[config.mk]
export PLATFORM = sky130hd
export DESIGN_NAME = cnn_stream_mux
export DESIGN_NICKNAME = d
export VERILOG_FILES = /design/src/rtl/cnn_mux_pkg.sv /design/src/rtl/cnn_rr_arb.sv /design/src/rtl/cnn_stream_mux.sv
export SDC_FILE = /design/constraint.sdc
export NUM_CORES = 1
export LEC_CHECK = 0
export BUFFER_PORTS_ARGS = -buffer_cell sky130_fd_sc_hd__buf_2
export CAP_MARGIN = 20
export CORE_MARGIN = 3
export CORE_UTILIZATION = 45
export DETAILED_ROUTE_END_ITERATION = 7
export PLACE_DENSITY = 0.81
export SETUP_SLACK_MARGIN = 0.4
export SKIP_LAST_GASP = 1
export SLEW_MARGIN = 10
export SYNTH_ARGS = -nofsm -noshare
export SYNTH_HDL_FRONTEND = slang
export SYNTH_HIERARCHICAL = 1
export SYNTH_SLANG_ARGS = --single-unit
[constraint.sdc]
create_clock -name clk -period 7.4 [get_ports clk]
set_clock_uncertainty 0.1 [all_clocks]
set_input_delay 1.85 -clock clk [delete_from_list [all_inputs] [get_ports clk]]
set_output_delay 1.85 -clock clk [all_outputs]
set_load 0.005 [all_outputs]
[src/rtl/cnn_mux_pkg.sv]
// rtl/cnn_mux_pkg.sv - shared types and helpers for the CNN stream multiplexer
// Purpose: FSM state encoding, mode encoding and a clog2 helper used to size
//          channel-index ports.
// Ports:   none (package).
package cnn_mux_pkg;

  typedef enum logic {
    ST_IDLE = 1'b0,
    ST_BUSY = 1'b1
  } state_e;

  localparam logic MODE_SEL = 1'b0;
  localparam logic MODE_RR  = 1'b1;

  // Width needed to index n items; n >= 2 is assumed by all users.
  function automatic int clog2(input int n);
    int r;
    r = 0;
    for (int v = n - 1; v > 0; v = v >> 1) begin
      r = r + 1;
    end
    return r;
  endfunction

endpackage

[src/rtl/cnn_rr_arb.sv]
// rtl/cnn_rr_arb.sv - combinational round-robin priority search
// Purpose: pick the first requesting channel after rr_ptr, wrapping modulo N_CH.
// Ports:
//   req       in   N_CH   request vector
//   rr_ptr    in   SEL_W  last channel served; search starts at rr_ptr+1
//   gnt_valid out  1      at least one request present
//   gnt_idx   out  SEL_W  chosen channel (0 when gnt_valid=0)
module cnn_rr_arb
  import cnn_mux_pkg::*;
#(
  parameter  int N_CH  = 4,
  localparam int SEL_W = clog2(N_CH)
) (
  input  logic [N_CH-1:0]  req,
  input  logic [SEL_W-1:0] rr_ptr,
  output logic             gnt_valid,
  output logic [SEL_W-1:0] gnt_idx
);

  // Each channel's distance from rr_ptr+1 in the circular order; the
  // requesting channel with the smallest distance wins.
  always_comb begin
    int d;
    int best;
    best    = N_CH;
    gnt_idx = '0;
    for (int k = 0; k < N_CH; k++) begin
      d = k - int'(rr_ptr) - 1;
      if (d < 0) d = d + N_CH;
      if (req[k] && (d < best)) begin
        best    = d;
        gnt_idx = SEL_W'(k);
      end
    end
    gnt_valid = (best < N_CH);
  end

endmodule

[src/rtl/cnn_stream_mux.sv]
// rtl/cnn_stream_mux.sv - registered N:1 packet multiplexer with sel or round-robin arbitration
// Purpose: forward whole packets from one of N_CH valid/ready input channels to a
//          single registered output; a granted channel keeps the output until its
//          last beat is accepted.
// Ports:
//   clk, rst_n               clock, asynchronous active-low reset
//   mode, sel                0 = use sel, 1 = round-robin (sampled in IDLE only)
//   in_valid/in_data/in_last per-channel input stream, channel k at [k*DATA_W +: DATA_W]
//   in_ready                 per-channel accept (combinational)
//   out_valid/out_data/out_last/out_ch  registered output beat and its source channel
//   out_ready                downstream accept
module cnn_stream_mux
  import cnn_mux_pkg::*;
#(
  parameter  int DATA_W = 32,
  parameter  int N_CH   = 4,
  localparam int SEL_W  = clog2(N_CH)
) (
  input  logic                   clk,
  input  logic                   rst_n,
  input  logic                   mode,
  input  logic [SEL_W-1:0]       sel,
  input  logic [N_CH-1:0]        in_valid,
  input  logic [N_CH*DATA_W-1:0] in_data,
  input  logic [N_CH-1:0]        in_last,
  output logic [N_CH-1:0]        in_ready,
  output logic                   out_valid,
  output logic [DATA_W-1:0]      out_data,
  output logic                   out_last,
  output logic [SEL_W-1:0]       out_ch,
  input  logic                   out_ready
);

  state_e             state_q, state_d;
  logic [SEL_W-1:0]   grant_q, grant_d;
  logic [SEL_W-1:0]   rr_ptr_q, rr_ptr_d;
  logic               mode_q, mode_d;
  logic               out_valid_q, out_valid_d;
  logic [DATA_W-1:0]  out_data_q, out_data_d;
  logic               out_last_q, out_last_d;
  logic [SEL_W-1:0]   out_ch_q, out_ch_d;

  logic               arb_valid;
  logic [SEL_W-1:0]   arb_idx;
  logic               sel_hit;
  logic               g_valid;
  logic               g_last;
  logic [DATA_W-1:0]  g_data;
  logic               out_free;
  logic               beat_acc;

  cnn_rr_arb #(.N_CH(N_CH)) u_arb (
    .req       (in_valid),
    .rr_ptr    (rr_ptr_q),
    .gnt_valid (arb_valid),
    .gnt_idx   (arb_idx)
  );

  // Channel selection by comparison rather than indexing, so an out-of-range
  // sel (N_CH not a power of two) simply never matches.
  always_comb begin
    sel_hit = 1'b0;
    g_valid = 1'b0;
    g_last  = 1'b0;
    g_data  = '0;
    for (int k = 0; k < N_CH; k++) begin
      if ((sel == SEL_W'(k)) && in_valid[k]) sel_hit = 1'b1;
      if (grant_q == SEL_W'(k)) begin
        g_valid = in_valid[k];
        g_last  = in_last[k];
        g_data  = in_data[k*DATA_W +: DATA_W];
      end
    end
  end

  assign out_free = !out_valid_q || out_ready;
  assign beat_acc = (state_q == ST_BUSY) && g_valid && out_free;

  always_comb begin
    in_ready = '0;
    if ((state_q == ST_BUSY) && out_free) begin
      for (int k = 0; k < N_CH; k++) begin
        if (grant_q == SEL_W'(k)) in_ready[k] = 1'b1;
      end
    end
  end

  always_comb begin
    state_d     = state_q;
    grant_d     = grant_q;
    mode_d      = mode_q;
    rr_ptr_d    = rr_ptr_q;
    out_valid_d = out_valid_q;
    out_data_d  = out_data_q;
    out_last_d  = out_last_q;
    out_ch_d    = out_ch_q;

    case (state_q)
      ST_IDLE: begin
        if (mode == MODE_RR) begin
          if (arb_valid) begin
            grant_d = arb_idx;
            mode_d  = MODE_RR;
            state_d = ST_BUSY;
          end
        end else if (sel_hit) begin
          grant_d = sel;
          mode_d  = MODE_SEL;
          state_d = ST_BUSY;
        end
      end
      ST_BUSY: begin
        if (beat_acc && g_last) begin
          state_d = ST_IDLE;
          // Only round-robin packets advance the fairness pointer.
          if (mode_q == MODE_RR) rr_ptr_d = grant_q;
        end
      end
      default: state_d = ST_IDLE;
    endcase

    // Output register also drains in IDLE, so the last beat of a packet
    // leaves while the next arbitration happens.
    if (beat_acc) begin
      out_valid_d = 1'b1;
      out_data_d  = g_data;
      out_last_d  = g_last;
      out_ch_d    = grant_q;
    end else if (out_ready) begin
      out_valid_d = 1'b0;
    end
  end

  always_ff @(posedge clk or negedge rst_n) begin
    if (!rst_n) begin
      state_q     <= ST_IDLE;
      grant_q     <= '0;
      rr_ptr_q    <= SEL_W'(N_CH - 1);
      mode_q      <= MODE_SEL;
      out_valid_q <= 1'b0;
      out_data_q  <= '0;
      out_last_q  <= 1'b0;
      out_ch_q    <= '0;
    end else begin
      state_q     <= state_d;
      grant_q     <= grant_d;
      rr_ptr_q    <= rr_ptr_d;
      mode_q      <= mode_d;
      out_valid_q <= out_valid_d;
      out_data_q  <= out_data_d;
      out_last_q  <= out_last_d;
      out_ch_q    <= out_ch_d;
    end
  end

  assign out_valid = out_valid_q;
  assign out_data  = out_data_q;
  assign out_last  = out_last_q;
  assign out_ch    = out_ch_q;

endmodule

=== Word level (Yosys, flattened, before mapping) ===
Cells that the tools add are included.

* $add $sub $neg: 12
* Order comparisons: 9
* Equality and inequality tests: 7
* Muxes and demuxes: 45
* Bitwise operators: 1
* Reduce and logical (&&, ||, !) cells: 20

{| class="wikitable"
|+ Operator list
! cell !! count
|-
| $mux W32 || 12
|-
| $add A32 B4 Y32 const B || 4
|-
| $lt A32 B1 Y1 const B || 4
|-
| $sub A32 B2 Y32 const B || 4
|-
| $lt A32 B32 Y1 || 3
|-
| $lt A32 B4 Y1 const B || 2
|-
| $mux W1 || 26
|-
| $logic_and A1 B1 Y1 || 12
|-
| $mux W2 || 5
|-
| $eq A2 B2 Y1 const B || 4
|-
| $reduce_and A3 Y1 || 2
|-
| $sub A1 B2 Y3 const A || 2
|-
| $sub A2 B2 Y3 const A || 2
|-
| $eq A2 B1 Y1 const B || 2
|-
| $logic_not A2 Y1 || 2
|-
| $mux W4 || 1
|-
| $reduce_bool A2 Y1 || 2
|-
| $ne A2 B1 Y1 const B || 1
|-
| $pmux W1 S2 || 1
|-
| $logic_not A1 Y1 || 1
|-
| $logic_or A1 B1 Y1 || 1
|-
| $not A1 Y1 || 1
|}

* Bits in registers: 42
* Output and inout bits: 40
* Word-level logic and storage cells: 102

=== Depth between registers and ports, before layout ===
Gate-level depths: netlist of the first run.

* Depth after elaboration: 20
* Depth in mapped cells: 25

=== Hierarchy ===
The synthesis of the first run kept the hierarchy.

{| class="wikitable"
|+ Modules (own cells, without submodules)
! module !! instances !! cells each !! area each (sq um) !! seq. area each (sq um)
|-
| cnn_stream_mux || 1 || 152 || 2497.4 || 1053.5
|-
| cnn_rr_arb || 1 || 103 || 768.2 || 0.0
|}

=== Worst setup path after synthesis of the first run ===
OpenSTA, ideal clock, no wires.

* Path kind: in2reg
* Start: input in_valid[0]
* End: register grant_q[1]
* Arrival: 6.024 ns
* Required time: 7.172 ns
* Setup slack: 1.149 ns
* Cell stages on the path: 21
* Buffers on the path: 1
* Path through: ha_1 nor4b_2 nor2_1 a31o_2 and4_1 buf_2 nor2_1 a21oi_1 ha_1 nor3_1 nand2_1 a2111oi_2 nand4_1 a41oi_2 mux2_1 ha_1 o21a_1 o221ai_1 a31o_2 mux2_2 mux2_1

* Elaborated cells between the ends (all ways): 24
* Classes of those cells: order compare (4); eq/ne (1); mux (12); reduce/logical (7)

{| class="wikitable"
|+ RTL lines
! item !! line !! text
|-
| start: declaration || cnn_stream_mux.sv:23 || <nowiki>input logic [N_CH-1:0] in_valid,</nowiki>
|-
| $logic_and A1 B1 Y1 * || cnn_rr_arb.sv:30 || <nowiki>if (req[k] && (d < best)) begin</nowiki>
|-
| $mux W32 * || cnn_rr_arb.sv:30 ||
|-
| $lt A32 B32 Y1 || cnn_rr_arb.sv:30 ||
|-
| $logic_and A1 B1 Y1 || cnn_rr_arb.sv:30 ||
|-
| $mux W32 * || cnn_rr_arb.sv:30 ||
|-
| $lt A32 B32 Y1 || cnn_rr_arb.sv:30 ||
|-
| $logic_and A1 B1 Y1 || cnn_rr_arb.sv:30 ||
|-
| $mux W32 || cnn_rr_arb.sv:30 ||
|-
| $lt A32 B32 Y1 || cnn_rr_arb.sv:30 ||
|-
| $logic_and A1 B1 Y1 || cnn_rr_arb.sv:30 ||
|-
| $mux W2 * || cnn_rr_arb.sv:30 ||
|-
| net arb_idx[1] || cnn_stream_mux.sv:44 || <nowiki>logic [SEL_W-1:0] arb_idx;</nowiki>
|-
| $mux W2 * || cnn_stream_mux.sv:101 || <nowiki>if (arb_valid) begin</nowiki>
|-
| $mux W2 * || cnn_stream_mux.sv:100 || <nowiki>if (mode == MODE_RR) begin</nowiki>
|-
| end signal: assignment || cnn_stream_mux.sv:146 || <nowiki>grant_q <= grant_d;</nowiki>
|-
| end: declaration || cnn_stream_mux.sv:35 || <nowiki>logic [SEL_W-1:0] grant_q, grant_d;</nowiki>
|}

Mark *: on every way through the listed nets, which the timed path passes. The rest lies on a longest branch. The select of a mux whose other input is x is not followed.
A chain may end at the register's enable or synchronous reset.

=== Final worst setup path of the first run ===
Same ends and word-level chain as after synthesis.

==> run metrics, run 1 <==
Synth Instances between 200 and 300; most frequent CP cell ha_1; CTS tree yes; Syn Std Cell Area 3270 sq um; Inst Count DP about 530; die width just over 90 um; Die ar. 8310 sq um; number of synthesized flops with an enable pin 0; Internal between 1 and 1.5 mW; CP Max Fanout 12; initial antenna violation count 0; vias about 2900; ANT nets after route 0; fraction of registers with async set or reset after synthesis 100%; Inserted Diodes 0; Net Sw Power around 720 uW; CP max stage cell a41oi_2; Yosys reg bits 42; Setup crit start in_valid[0]; DIE HEIGHT just over 90 um; Comb pwr share about two thirds; switching share of power roughly two fifths; initial core utilization between 40% and 50%; Cell Rows 30; root buffer cell clkbuf_8; core area between 6000 and 7000 sq um; PD cells 408 nW/um^2; Most used DFF post-synth dfrtp_1; Remaining DRCs 0; critical path class in2reg; first-pass GRT wire length about 15000 um; Largest stage delay, worst path about 0.37 ns; drt initial violations 132; pin count of the biggest net entering global routing between 40 and 50; Leak Pwr 2.12 nW; synth-to-layout area growth 33.6%; Total GRT Usage between 20% and 30%; Tmin final ~6.5 ns; cts hold-fix bufs 0; CP cell instances buf_2, ha_1, nor4b_2, nor2_1, a31o_2, and4_1, nor2_1, a21oi_1, ha_1, nor3_1, nand2_1, a2111oi_2, nand4_1, a41oi_2, mux2_1, ha_1, o21a_1, o221ai_1, a31o_2, mux2_2, mux2_1; share of cells above drive strength 1 around three fifths; final RePlAce weighted congestion 0.847; Cell Area, Placed 4270 sq um; detailed-route vias per instance approximately 5.4; CTS buffer count 5; sequential share of power between 20% and 30%; total gr overflow 0; Wirelength per Cell around 17 um; Min-Delay Path Class reg2reg; Crit path required time about 7.5 ns; Finished Core Util 63.2%; # IOs ~180; max_slew headroom 53.6%; Critical Path Source Type input port; H-tree levels 2; Post-Layout Cell Count approximately 540; Setup TNS 0 ns; Port Buffers between 150 and 200; final setup margin a little over 0.9 ns; fin nets between 600 and 700; Worst Max-Slew Pin Slew approximately 0.70 ns; status complete, no violations; Clk pwr share between 8 and 9%; sequential share of the synthesized area about a third; min-delay src out_last; most common cell after layout, fill and taps aside buf_2; Yosys cell types 47; max_cap viols 0; number of global-route vias before repair between 3000 and 4000; 1st-pass router iterations 4; Skew-Pair Late Insertion Delay 0.28 ns; Worst-path clk slew around 0.080 ns; post-CTS setup repair buffer count 0; RSZ-0062 raised after global routing false; Synth Area per Inst 12.8 sq um; Max Freq roughly 0.15 GHz; fin area 4360 sq um; yosys synthesis warning count 6; Final Setup Violations 0; Tcrit/Tclk final 87.6%; dpl ws ~0.65 ns; routed wire length 9270 um; final hold viol count 0; Critical Path AT 6.55 ns; Pins Over Slew Limit 0; Worst setup EP type flip-flop; Critical R2R Launch rr_ptr_q[0]; most frequent cells in the layout 181 x buf_2, 39 x dfrtp_1, 35 x mux4_2; Max Buffers Root-to-Sink 2; DP HPWL approximately 7600 um; Post-CTS Resized 0; Worst VDD drop 165 uV; clock sink count 42
==> final timing paths <==
path	to	slack (ns)	cells past startpoint
hold reg to reg	out_last	0.38	1
setup reg to reg	grant_q[1]	1.33	23
hold / removal	out_last	0.38	1
max in group asynchronous	grant_q[0]	5.28	2
setup / recovery	grant_q[1]	0.91	21
min in group asynchronous	out_data[16]	1.52	2
==> per-layer routing <==
metal	routed length [um]	global-route usage, %	vias to the layer above	share of wire (%)
li1	-	-	1354	-
met1	3640	28.3	1419	39
met2	4930	41.1	105	53
met3	545	4.06	12	5.9
met4	157	6.41	0	1.7
met5	0	0	-	0
==> synthesized netlist by cell type, types with 2 or more instances <==
cell | instances | area share [%]
nor4_1 | 2 | 0.38
mux2_4 | 2 | 0.92
a21oi_1 | 6 | 0.92
mux2_1 | 7 | 2.4
conb_1 | 2 | 0.23
a31o_2 | 2 | 0.54
buf_2 | 5 | 0.77
and2_1 | 2 | 0.38
nand4_1 | 2 | 0.38
mux2_2 | 29 | 10
inv_1 | 10 | 1.1
nor2_1 | 9 | 1.0
clkbuf_1 | 3 | 0.34
dfstp_2 | 2 | 1.6
buf_4 | 4 | 0.92
o21bai_1 | 2 | 0.46
dfrtp_1 | 40 | 31
nand3_1 | 6 | 0.92
a21o_1 | 3 | 0.69
nor2b_1 | 2 | 0.38
nor3_1 | 5 | 0.77
o21ai_0 | 12 | 1.8
mux2i_1 | 3 | 0.92
mux4_2 | 35 | 24
ha_1 | 23 | 8.8
nand2b_1 | 3 | 0.57
nand2_1 | 13 | 1.5
o21a_1 | 2 | 0.46
==> state kept, by name, indices dropped and copies added (netlist names) <==
signal,count
grant_q,2
mode_q,1
out_ch,2
out_data,32
out_last,1
out_valid,1
rr_ptr_q,2
state_q,1
==> stage by stage <==
step | hold WS [ns] | power (mW)
5_1_grt | 0.401 | 1.94
2_1_floorplan | 0.372 | 1.31
3_3_place_gp | 0.359 | 1.59
6_report | 0.380 | 1.78
4_1_cts | 0.384 | 1.80
3_5_place_dp | 0.366 | 1.64
==> cell families (layout without fill, tap and decap cells) <==
kind of cell / Yosys count / count (layout) / share of synthesized area, %
AND/OR/NAND/NOR: 51 / 51 / 8.77
XOR/XNOR: 2 / 2 / 0.536
buffers and inverters: 23 / 202 / 3.29
other: 2 / 8 / 0.230
AO/OA/AOI/OAI: 36 / 36 / 7.70
multiplexers: 76 / 76 / 38.4
adder cells (fa/ha/maj): 23 / 23 / 8.81
flip-flops: 42 / 42 / 32.3
==> cell type report <==
type,count,area (sq um)
flip-flops and latches,42,1050
well taps,96,120
clock inverters,2,12.5
repair buffers,184,928
fillers,581,2540
clock buffers,6,82.6
multi-input cells,196,2130
inverters,10,37.5
==> power groups by stage <==
stage / logic [mW] / clock network [mW] / registers (mW)
floorplan: 0.876 / 0 / 0.434
global placement: 1.17 / 0 / 0.422
detailed placement: 1.21 / 0 / 0.429
CTS: 1.21 / 0.159 / 0.427
global route: 1.33 / 0.169 / 0.444
finish: 1.20 / 0.154 / 0.427
==> worst max-delay path: cells and delay by family <==
| family | cells | cell delay [ns] |
|---|---|---|
| fa+ha+maj | 3 | 0.76 |
| compound gates | 7 | 1.51 |
| buf+inv | 1 | 0.16 |
| simple gates | 7 | 1.39 |
| mux | 3 | 0.89 |
Note: power is estimated with default switching activity, not from simulation.
==> run 2: changes to the inputs <==
Settings changed: ABC_AREA set to 1, BUFFER_PORTS_ARGS -buffer_cell sky130_fd_sc_hd__buf_2 to unset, CORE_UTILIZATION 45 to 65, DONT_BUFFER_PORTS set to 1, SLEW_MARGIN 10 to 25.
==> run metrics, run 2 <==
Clk pwr share about a tenth; Critical Path Source Type input port; CTS tree yes; Tcrit/Tclk final around 68%; Pins Over Slew Limit 0; CP Max Fanout 8; CTS buffer count 5; first-pass GRT wire length about 14000 um; initial core utilization 69.8%; max_cap viols 0; max FFs per register 32; Worst Max-Slew Pin Slew 0.720 ns; Die ar. around 6000 sq um; RSZ-0062 raised after global routing false; Synth top area share between 20 and 30%; Port Buffers 0; number of global-route vias before repair 2898; Setup crit start in_valid[0]; critical path class in2reg; Largest stage delay, worst path 0.35 ns; Min-Delay Path Class reg2reg; Leak Pwr ~1.8 nW; die width between 70 and 80 um; clock sink count 42; yosys synthesis warning count 6; Yosys cell types 29; fin nets 633; most common cell in the netlist nand2_1; Skew-Pair Late Insertion Delay between 0.2 and 0.3 ns; most frequent CP cell nand2_1; Syn Std Cell Area 3430 sq um; dpl ws 2.11 ns; post-CTS setup repair buffer count 0; Wirelength per Cell 16.4 um; ANT nets after route 0; status complete, no violations; Fillers 429; Setup TNS 0 ns; Max Freq between 0.15 and 0.2 GHz; min-delay src mode_q; switching share of power roughly 52%; Cell Rows 25; routed wire length around 9000 um; Total GRT Usage about 28%; Synth Instances 479; Comb pwr share between 60% and 70%; Internal approximately 770 uW; PD cells between 400 and 500 nW/um^2; final setup margin 2.37 ns; Inserted Diodes 0; Tmin final 5.03 ns; Yosys reg bits 42; total gr overflow 0; area leader, netlist dfrtp_1; sequential share of the synthesized area 30.8%; # IOs roughly 180; most common cell after layout, fill and taps aside nand2_1; Crit path required time between 7 and 8 ns; max_slew headroom 51.9%; Remaining DRCs 0; Net Sw Power 852 uW; top area cells in the synthesized netlist dfrtp_1 29%, nand2_1 17%, nand3_1 11%; CP max stage cell a2111oi_0; Critical R2R Launch rr_ptr_q[0]; drt initial violations 180; Post-CTS Resized 0; number of synthesized flops with an enable pin 0; detailed-route vias per instance 5.84; Max Buffers Root-to-Sink 2; share of cells above drive strength 1 ~14%; Critical Path AT approximately 5 ns; most frequent cells in the layout 155 x nand2_1, 77 x nand3_1, 40 x a21oi_1, 40 x dfrtp_1, 34 x o21ai_2; core area approximately 4900 sq um; Most used DFF post-synth dfrtp_1; cts hold-fix bufs 0; Worst setup EP type flip-flop; DP HPWL 6730 um; Synth Area per Inst 7.15 sq um; final RePlAce weighted congestion approximately 0.9; Worst VDD drop roughly 250 uV; DIE HEIGHT 78.6 um; vias ~3100; Worst-path clk slew around 0.070 ns; initial antenna violation count 0; sequential share of power between 20 and 30%; Synth top cells by count 155 x nand2_1, 77 x nand3_1, 40 x a21oi_1, 40 x dfrtp_1, 34 x o21ai_2; fraction of registers with async set or reset after synthesis 100%; area of the multi-input gates between 2000 and 2500 sq um; H-tree levels 2; root buffer cell clkbuf_8; FF+latch area 1050 sq um; pin count of the biggest net entering global routing between 70 and 80; Final Setup Violations 0; synth-to-layout area growth 0.840%; final hold viol count 0; 1st-pass router iterations 4
-- run 2: cell count changes in the layout (fill, tap and decap cells not counted), sizes merged, moves of 35 or more --
cell   previous run  this run
a21oi             6        41
buf             184         1
mux2             38         0
mux4             35         0
nand2            13       167
nand3             7        77
-- run 2: metrics by stage --
step                      power (mW)  area, sq um  hold slack (ns)  util, %  instances
final                           1.63         3450            0.393     70.3        536
after CTS                       1.63         3450            0.387     70.3        536
after floorplan                 1.36         3450            0.342        -        485
after global routing            1.82         3450            0.426     70.3        536
after global placement          1.44         3360            0.365     68.4        528
after detailed placement        1.48         3360            0.365     68.4        528
-- run 2: power groups by stage --
stage	clock network [mW]	logic, mW	registers, mW
final	0.152	1.02	0.451
after global routing	0.166	1.19	0.464
after CTS	0.156	1.02	0.453
after detailed placement	0	1.02	0.456
after global placement	0	0.985	0.455
after floorplan	0	0.948	0.410
-- run 2: final cells by class --
class,instances,share of cell area [%]
Inverter,36,4.06
Sequential cell,42,30.5
Timing Repair Buffer,1,0.217
Tap cell,67,2.43
Clock buffer,6,2.39
Multi-Input combinational cell,382,60.1
Clock inverter,2,0.362
-- run 2: cell families (layout without fill, tap and decap cells) --
family | after synthesis | count (layout) | share of synthesized area, %
compound gates | 84 | 84 | 16.4
other cells | 2 | 8 | 0.219
flops | 42 | 42 | 30.8
xor+xnor | 2 | 2 | 0.511
simple gates | 265 | 265 | 34.4
buf+inv | 61 | 45 | 9.35
fa+ha+maj | 23 | 23 | 8.40
-- run 2: path summary, 6_finish.rpt --
check	endpoint	slack, ns	cells past startpoint
worst max-delay path	grant_q[1]	2.37	31
worst min-delay path	mode_q	0.39	2
worst max register to register	grant_q[1]	2.74	29
worst min register to register	mode_q	0.39	2
max in group asynchronous	rr_ptr_q[0]	5.87	0
min in group asynchronous	out_data[12]	1.14	0
-- run 2: critical path: cells and delay by family --
family / cells / cell delay [ns]
AO/OA/AOI/OAI: 4 / 0.72
buffers and inverters: 2 / 0.13
adder cells (fa/ha/maj): 3 / 0.88
AND/OR/NAND/NOR: 22 / 1.52
-- run 2: layer usage --
metal	wire [um]	vias to the layer above	GRT usage (%)
met5	0	-	0
met4	87	0	5.24
met3	685	10	6.31
met2	4480	135	49.6
met1	3560	1436	34.9
li1	-	1548	-
==> run 3: changes to the inputs <==
Settings changed: ABC_AREA 1 to 0, CORE_UTILIZATION 65 to 64, PLACE_DENSITY 0.81 to 0.8.
Clock period 7.4 ns to 5 ns, I/O delays scaled along.
==> run metrics, run 3 (synthesis results as in run 1) <==
status complete, no violations; vias about 2400; routed wire length 8710 um; Remaining DRCs 0; H-tree levels 2; number of global-route vias before repair ~2600; Worst Hold Depth 1; Max Freq between 0.2 and 0.25 GHz; drt initial violations 120; clock sink count 42; Tmin final around 4.9 ns; pin count of the biggest net entering global routing 43; DP HPWL approximately 6300 um; initial antenna violation count 0; Min-Delay Path Class reg2reg; Wirelength per Cell 25.0 um; Leak Pwr approximately 1.6 nW; Final Setup Violations 0; Tcrit/Tclk final around 98%; max FFs per register 32; detailed-route vias per instance approximately 6.7; Clk pwr share between 10 and 15%; Internal 1.88 mW; most common cell after layout, fill and taps aside dfrtp_1; CP Max Fanout 3; first-pass GRT wire length 13400 um; Worst-path clk slew 0.08 ns; final RePlAce weighted congestion 0.885; Pins Over Slew Limit 0; Cell Rows 25; CTS tree yes; Worst Max-Slew Pin Slew a little over 0.5 ns; Post-Layout Cell Count 349; Crit path required time 5.08 ns; Skew-Pair Late Insertion Delay 0.29 ns; Critical Path Source Type flip-flop; DIE HEIGHT a little under 80 um; Inst Count DP around 330; 1st-pass router iterations 4; most frequent cells in the layout 39 x dfrtp_1, 35 x mux4_2, 27 x mux2_2; Max Buffers Root-to-Sink 2; Port Buffers 0; hold slack about 0.43 ns; sequential share of power 22.9%; Die ar. ~6000 sq um; critical path class reg2reg; # IOs about 180; fin nets 446; area of the multi-input gates about 2400 sq um; root buffer cell clkbuf_8; RSZ-0062 raised after global routing true; total gr overflow 0; switching share of power 39.2%; Fillers ~280; Setup TNS 0 ns; final hold viol count 0; max_cap viols 0; core area a little under 5000 sq um; PD cells ~800 nW/um^2; Total GRT Usage a little under 30%; CTS buffer count 5; synth-to-layout area growth 19.8%; share of cells above drive strength 1 52.8%; FF+latch area about 1100 sq um; Comb pwr share around 67%; max_slew headroom roughly 66%; Critical Path AT roughly 5.0 ns; Inserted Diodes 0; Worst VDD drop ~490 uV; die width 77.4 um; initial core utilization 67.8%; Worst setup EP type flip-flop; ANT nets after route 0; worst-case reg-to-reg path depth 24; Net Sw Power 1.21 mW
-- run 3: changes by cell type in the layout (fill, tap and decap cells not counted), moves of 27 or more --
cell and delta:
mux4_2 +35, nand3_1 -71, nand2_1 -145, mux2_2 +27
o21ai_2 -33, a21oi_1 -37
-- run 3: per-layer routing --
metal / track usage [%] / wire (um) / up-vias
li1: - / - / 1041
met1: 33.5 / 3050 / 1165
met2: 51.3 / 4720 / 142
met3: 11.0 / 886 / 4
met4: 7.47 / 56 / 0
met5: 0 / 0 / -
-- run 3: repair_timing --
action | 4_1_cts | 5_1_grt
setup buffers | 11 | 1
hold buffers | 0 | 0
pin swaps | 11 | 3
resized for setup | 30 | 4
setup endpoints to repair | 2 | 3
cloned | 1 | 0
-- run 3: power by group through the flow --
stage	sequential [mW]	combinational [mW]	clock (mW)
3_3_place_gp	0.703	1.62	0
6_report	0.707	2.06	0.319
2_1_floorplan	0.644	1.41	0
5_1_grt	0.729	2.23	0.342
4_1_cts	0.706	1.96	0.324
3_5_place_dp	0.711	1.67	0
-- run 3: worst max-delay path: stages (launching register included) --
cell and delay, ns:
dfstp_2 0.55, inv_2 0.06, ha_4 0.16, and2_4 0.17
buf_6 0.12, ha_4 0.16, nor4b_4 0.24, nor2_1 0.07
a31o_2 0.26, and4_4 0.21, nor2_4 0.11, a21oi_2 0.04
ha_2 0.20, nor3_4 0.13, nand2_1 0.09, a2111oi_2 0.22
nand4_1 0.15, a41oi_2 0.22, mux2_4 0.34, ha_4 0.27
o21a_1 0.12, o221ai_1 0.10, a31o_2 0.22, mux2_4 0.25
mux2_4 0.27
-- run 3: final cells by class --
type	count	area share, %
multi-input cells	197	61.4
flip-flops and latches	42	27.0
repair buffers	25	4.99
well taps	67	2.14
clock buffers	5	1.76
clock inverters	3	1.76
inverters	10	0.959
-- run 3: path summary, 6_finish.rpt --
path,start,endpoint,slack [ns]
max in group asynchronous,rst_n,rr_ptr_q[1],4.08
worst max register to register,rr_ptr_q[1],grant_q[1],0.08
min in group asynchronous,rst_n,out_data[29],0.54
worst min-delay path,out_data[25],out_data[25],0.43
worst min register to register,out_data[25],out_data[25],0.43
worst max-delay path,rr_ptr_q[1],grant_q[1],0.08
-- run 3: per-stage QoR --
step / util [%] / cell area, sq um / power (mW) / worst slack, ns
finish: 81.2 / 3910 / 3.09 / 0.0781
global route: 81.2 / 3910 / 3.30 / -0.122
CTS: 80.6 / 3880 / 2.99 / 0.138
detailed placement: 72.8 / 3510 / 2.38 / -0.140
global placement: 72.8 / 3510 / 2.32 / -0.00553
floorplan: - / 3410 / 2.06 / -0.00873
